<file path="config.mk">
export PLATFORM = sky130hd
export DESIGN_NAME = pipe_mem_ctrl
export DESIGN_NICKNAME = d
export VERILOG_FILES = /design/src/rtl/pipe_mem_ctrl.sv
export SDC_FILE = /design/constraint.sdc
export NUM_CORES = 1
export LEC_CHECK = 0
export CAP_MARGIN = 20
export CORE_MARGIN = 1
export CORE_UTILIZATION = 60
export CTS_BUF_LIST = sky130_fd_sc_hd__clkbuf_8
export CTS_CLUSTER_DIAMETER = 50
export DETAILED_ROUTE_END_ITERATION = 6
export DONT_BUFFER_PORTS = 1
export GPL_TIMING_DRIVEN = 0
export MAX_ROUTING_LAYER = met4
export PLACE_DENSITY = 0.75
export SYNTH_ARGS = -nofsm -noshare
export SYNTH_HDL_FRONTEND = slang
export SYNTH_SLANG_ARGS = --single-unit
</file>
<file path="constraint.sdc">
create_clock -name clk -period 1.7 [get_ports clk]
set_input_delay 0.17 -clock clk [delete_from_list [all_inputs] [get_ports clk]]
set_output_delay 0.17 -clock clk [all_outputs]
set_load 0.05 [all_outputs]
</file>
<file path="src/rtl/pipe_mem_ctrl.sv">
`default_nettype none
// ============================================================================
// Module   : pipe_mem_ctrl
// Brief    : EX/MEM and MEM-stage controller. It sequences loads and stores
//            against a req/ack data memory, stalls upstream while an access is
//            in flight, and resolves control-flow redirects leaving MEM.
// Revision : 1.0 - initial release
// ============================================================================
module pipe_mem_ctrl #(
    parameter int TIMEOUT = 255,
    parameter int CNT_W   = 8
) (
    input  logic        clk,
    input  logic        reset,
    input  logic        mem_valid,
    input  logic        mem_memwrite,
    input  logic        mem_memtoreg,
    input  logic        mem_branch,
    input  logic        mem_zero,
    input  logic        mem_jump,
    input  logic        mem_jumptoreg,
    input  logic [31:0] mem_aluout,
    input  logic [31:0] mem_memwritedata,
    output logic        dmem_req,
    output logic        dmem_we,
    output logic [31:0] dmem_addr,
    output logic [31:0] dmem_wdata,
    input  logic        dmem_ack,
    input  logic [31:0] dmem_rdata,
    output logic [31:0] ldata,
    output logic        ldata_valid,
    output logic        stall,
    output logic        flush,
    output logic [1:0]  pcsrc,
    output logic        busy_err
);

    localparam logic [1:0] c_IDLE   = 2'd0;
    localparam logic [1:0] c_ACCESS = 2'd1;
    localparam logic [1:0] c_DONE   = 2'd2;
    localparam logic [1:0] c_ERR    = 2'd3;

    localparam logic [CNT_W-1:0] c_CNT_LAST = CNT_W'(TIMEOUT - 1);

    logic [1:0]       r_state;
    logic [1:0]       w_state_nxt;
    logic [CNT_W-1:0] r_cnt;
    logic             r_we;
    logic [31:0]      r_addr;
    logic [31:0]      r_wdata;
    logic [31:0]      r_ldata;
    logic             r_busy_err;

    logic             w_acc;
    logic             w_taken;
    logic             w_stall;
    logic             w_unused_addr_bits;

    assign w_acc   = mem_valid & (mem_memwrite | mem_memtoreg);
    assign w_taken = mem_valid & ((mem_branch & mem_zero) | mem_jump | mem_jumptoreg);

    // Byte-offset bits never reach memory; the interface is word addressed.
    assign w_unused_addr_bits = &{1'b0, mem_aluout[1:0]};

    always_ff @(posedge clk) begin
        if (!reset) begin
            r_state <= c_IDLE;
        end else begin
            r_state <= w_state_nxt;
        end
    end

    always_comb begin
        w_state_nxt = r_state;
        case (r_state)
            c_IDLE:   if (w_acc) w_state_nxt = c_ACCESS;
            c_ACCESS: begin
                // An ack on the timeout boundary still completes the access.
                if (dmem_ack)                 w_state_nxt = c_DONE;
                else if (r_cnt == c_CNT_LAST) w_state_nxt = c_ERR;
            end
            c_DONE:   w_state_nxt = c_IDLE;
            default:  w_state_nxt = c_ERR;
        endcase
    end

    always_ff @(posedge clk) begin
        if (!reset) begin
            r_cnt      <= '0;
            r_we       <= 1'b0;
            r_addr     <= '0;
            r_wdata    <= '0;
            r_ldata    <= '0;
            r_busy_err <= 1'b0;
        end else begin
            case (r_state)
                c_IDLE: begin
                    if (w_acc) begin
                        r_we    <= mem_memwrite;
                        r_addr  <= {mem_aluout[31:2], 2'b00};
                        r_wdata <= mem_memwritedata;
                        r_cnt   <= '0;
                    end
                end
                c_ACCESS: begin
                    if (dmem_ack) begin
                        if (!r_we) r_ldata <= dmem_rdata;
                    end else if (r_cnt == c_CNT_LAST) begin
                        r_busy_err <= 1'b1;
                    end else begin
                        r_cnt <= r_cnt + 1'b1;
                    end
                end
                default: ;
            endcase
        end
    end

    always_comb begin
        w_stall     = 1'b0;
        dmem_req    = 1'b0;
        dmem_we     = 1'b0;
        dmem_addr   = '0;
        dmem_wdata  = '0;
        ldata       = '0;
        ldata_valid = 1'b0;
        busy_err    = 1'b0;
        flush       = 1'b0;
        pcsrc       = 2'd0;
        if (reset) begin
            dmem_addr  = r_addr;
            dmem_wdata = r_wdata;
            ldata      = r_ldata;
            busy_err   = r_busy_err;
            case (r_state)
                c_IDLE:   w_stall = w_acc;
                c_ACCESS: begin
                    w_stall  = 1'b1;
                    dmem_req = 1'b1;
                    dmem_we  = r_we;
                end
                c_DONE:   ldata_valid = ~r_we;
                default:  w_stall = 1'b1;
            endcase
            if (w_taken && !w_stall) begin
                flush = 1'b1;
                if (mem_jumptoreg)  pcsrc = 2'd3;
                else if (mem_jump)  pcsrc = 2'd2;
                else                pcsrc = 2'd1;
            end
        end
    end

    assign stall = w_stall;

endmodule
`default_nettype wire
</file>
After elaboration in Yosys (flattened, before gate mapping)
Index checks and enable logic that the tools add are counted.
Word-level totals
  flip-flop bits (word level): 106
  input port bits: 106
Operators by class
  add/subtract/negate cells: 1
  equal/unequal tests: 7
  multiplexer cells: 27
  bitwise operators: 8
  reduce and logical (&&, ||, !) cells: 9
Operators with widths (count)
  32-bit two-way mux: 3
  8-bit two-way mux: 3
  8-bit one-hot mux with 2 select lines: 1
  2-bit two-way mux: 7
  1-bit two-way mux: 11
  8-bit by 1-bit adder with 8-bit output (second input constant): 1
  8-bit equality test (second input constant): 1
  2-bit inequality test (second input constant): 3
  2-bit one-hot mux with 3 select lines: 1
  3-bit AND reduction: 2
  2-bit AND reduction: 2
  4-bit AND reduction: 1
  1-bit bitwise AND: 3
  3-bit inequality test (second input constant): 1
  1-bit bitwise OR: 3
  2-bit by 1-bit equality test with 1-bit output (second input constant): 1
  2-bit equality test (second input constant): 1
  2-bit zero test: 1
  1-bit NOT: 2
  1-bit one-hot mux with 2 select lines: 1
  2-bit nonzero test: 1
  1-bit logical AND: 1
  1-bit zero test: 1

Depth between registers and ports, before layout
  word-level depth: 8
  depth in mapped cells: 7
  gate-level depth less buffers: 6

Least setup slack after synthesis
No wires, ideal clock.
  kind: register to output
  start point: register r_state[0]
  end point: output port pcsrc[0]
  data arrival time: 2819 ps
  setup slack: -1289 ps
  cell stages (with the launch flop): 5
  buffers on the path: 1
  path through: dfxtp_1 -> buf_6 -> nand2b_1 -> nor4b_2 -> a21boi_0
Between the ends
  word-level cells in the longest chain between the ends: 7
  elaborated cells between the ends (all ways): 8
  those cells by class: eq/ne: 1; mux: 4; reduce/logical: 3
Ends and longest elaborated chain
  start: declaration: line 45  | logic [1:0] r_state;
  start signal: assignment: line 67  | r_state <= c_IDLE;
  start signal: assignment: line 69  | r_state <= w_state_nxt;
  2-bit equality test or 2-bit zero test (tied branches): line 135  | case (r_state)
  1-bit one-hot mux with 2 select lines *: line 135
  1-bit two-way mux *: line 130  | if (reset) begin
  1-bit zero test *: line 145  | if (w_taken && !w_stall) begin
  1-bit logical AND *: line 145
  2-bit two-way mux *: line 145
  2-bit two-way mux *: line 130
  end: declaration: line 34  | output logic [1:0] pcsrc,
Every way passes the cells marked *; elsewhere a longest branch is shown, timed or not. The select of a mux whose other input is x is not followed.

Worst setup path in the final report
Same ends and word-level chain as after synthesis.

==> metrics <==
status complete, but fails checks; failing checks setup timing; Post-Syn Area 4770 sq um; placed cell areas 4940 sq um; Post-Route WL 13.1 mm; asr flop ratio synth 0; clock network power share 0.337; gpl congestion 0.897; Fmax 423 MHz; first-pass GRT wire length 20.8 mm; I/O Buffers 0; Syn Inst Count 598; multiplexer area fraction after synthesis 0; vias in the first global route 4275; r2r endpoint r_cnt[4]; synth top area cells dfxtp_1 (44%), nand2_1 (15%), and2_1 (12%); largest net degree at the start of global routing 20; dominant combinational cell family by area after synthesis simple AND/OR/NAND/NOR gates; count leader, synth nand2_1; wire per inst 15.9 um; worst endpoint required time 1.53 ns; Synth Area in Adders 0.00525; setup violators final 5; Residual DRC 0; reg2reg start r_state[0]; CTS max path bufs 2; Initial Util 0.617; Seq/Total Area, Yosys 0.445; unrepaired setup endpoints after global routing yes; Rel. slew slack 0.425; yosys warns 0; Layout Nets 825; Worst Hold Class in2reg; IO Pins 210; Vias 4404; Inserted Clock Buffers 9; pwr/cell area 891 nW/um^2; die height 91.2 um; Final HPWL DP 8.05 mm; core area 7730 sq um; worst-skew pair later-pin latency 0.36 ns; synth cell count leaders nand2_1 (192), dfxtp_1 (106), and2_1 (95), a21oi_1 (53), a21boi_0 (35); Remaining Overflow, GRT 0; xor and xnor area share after synthesis 0; fraction of layout cells with a size suffix above 1 0.104; combinational power share 0.187; net switching power 1.60 mW; Int Pwr 3.99 mW; Setup crit end pcsrc[0]; Max H-tree Level 3; Root Buffer clkbuf_8; Synth Area in Simple Gates 0.318; Clock Skew 0.00984 ns; TritonCTS clock tree built; period utilization 1.39; drt initial violations 209; Avg Cell Area, Syn 7.98 sq um; Setup crit end kind primary output; top-area cell type share of the netlist area 0.445; total global-route track usage 0.322; origin of the worst setup path r_state[0]; Final Instance Area 6280 sq um; Leak 2.48 nW; Worst Setup Slack, final -0.663 ns; share of power burned in registers 0.476; chip width 91.2 um; fin crit period 2.36 ns; initial antenna violation count 1; drt via density 5.34; unique cell type count in the Yosys netlist 41; full die area 8310 sq um; sw frac 0.287; CP Launch Type register; row count 32; Sink Count 106; CP Data Arrival Time 2.19 ns; largest area contributor in the netlist dfxtp_1; max_cap viols 0; Post-synth EDFFs 0; reg-to-reg setup timing slack 0.01 ns; ys flop type dfxtp_1; DR pass1 iterations 4; depth of the worst register-to-register path 6; clock transition at the registers of the reported paths 0.10 ns; worst-margin pin slew 0.859 ns; WS Path Type reg2out; CP Max Fanout 3; DRT antenna net count 0; Layout area overhead 31.6%; Power Total 5.59 mW; compound-gate portion of the synthesized area 0.168; fin. max-slew vios 0; Hold Violations, Final 0; Yosys reg bits 106; VDD IR max 0.576 mV
## cells in the final DEF (no fill, tap or decap), types with 2 or more instances in the layout
cell	Yosys	layout
bufinv_16	0	3
inv_1	4	3
clkbuf_1	20	19
dlygate4sd3_1	0	96
a21boi_1	13	13
nand3_1	4	4
o21a_1	5	4
o22a_1	3	3
dfxtp_1	106	104
conb_1	1	2
clkbuf_8	0	9
nand2_1	192	191
ha_1	2	2
buf_2	10	10
and3_4	0	2
buf_4	6	17
buf_6	10	9
and2_1	95	95
a21o_1	2	2
o21ai_0	3	3
a21oi_1	53	53
a21boi_0	35	34
nor2_1	7	5
and3_1	4	2
nand2b_4	1	2
a211o_1	2	2
## state kept, by name, indices dropped and copies added, names as in the netlist
| register | count |
|---|---|
| r_ldata | 32 |
| r_state | 2 |
| r_we | 1 |
| r_busy_err | 1 |
| r_addr | 30 |
| r_cnt | 8 |
| r_wdata | 32 |
## logic make-up after synthesis
| group | Yosys count |
|---|---|
| buf+inv | 51 |
| simple gates | 316 |
| other cells | 1 |
| fa+ha+maj | 2 |
| compound gates | 122 |
| flops | 106 |
## power by group through the flow
stage          logic [mW]  clock network [mW]  registers (mW)
5_1_grt              1.12                2.02            2.68
2_1_floorplan       0.692                   0            2.70
3_3_place_gp        0.788                   0            2.71
6_report             1.04                1.89            2.66
3_5_place_dp        0.802                   0            2.71
4_1_cts              1.01                1.91            2.66
## critical path, stage by stage, from the launching register on
cell      delay, ns
dfxtp_2        0.37
nand2b_4       0.16
nor4b_4        0.77
a21boi_4       0.53
## stage by stage
| step | setup slack [ns] | util | hold WS [ns] | std cells | setup TNS, ns |
|---|---|---|---|---|---|
| 2_1_floorplan | -0.257 | - | 0.305 | 599 | -0.555 |
| 6_report | -0.663 | 0.813 | 0.117 | 825 | -1.50 |
| 5_1_grt | -0.733 | 0.813 | 0.145 | 825 | -1.87 |
| 3_3_place_gp | -0.320 | 0.639 | 0.307 | 701 | -1.02 |
| 4_1_cts | -0.649 | 0.806 | 0.115 | 818 | -1.72 |
| 3_5_place_dp | -0.324 | 0.640 | 0.313 | 701 | -0.729 |
## how the worst min path moves through the flow
stage	from	end	slack, ns	depth (start not counted)
4_1_cts	dmem_ack	r_cnt[5]	0.12	2
2_1_floorplan	dmem_rdata[21]	r_ldata[21]	0.30	2
5_1_grt	dmem_ack	r_cnt[5]	0.14	2
6_report	dmem_ack	r_state[0]	0.12	3
3_3_place_gp	dmem_rdata[22]	r_ldata[22]	0.31	2
3_5_place_dp	dmem_rdata[22]	r_ldata[22]	0.31	2
## cell type report
class,instances,area [sq um]
Tap cell,102,128
Inverter,5,22.5
Multi-Input combinational cell,442,2410
Clock buffer,9,124
Sequential cell,106,2130
Timing Repair Buffer,110,1070
Clock inverter,7,124
Buffer,43,267
Antenna cell,1,2.50
Fill cell,492,1450
## what timing repair did
action | CTS | global route
pin swaps | 4 | 3
endpoints found under the hold margin | 96 | 0
buffers inserted | 6 | 8
gates resized for setup | 11 | 6
endpoints found under the setup margin | 7 | 82
hold buffers | 96 | 0
## routing by layer
layer,track usage,part of all wire
met4,0.102,0.021
met3,0.0561,0.055
met2,0.581,0.51
met5,-,0
met1,0.362,0.41
No activity file was read; power rests on OpenSTA's default activity.
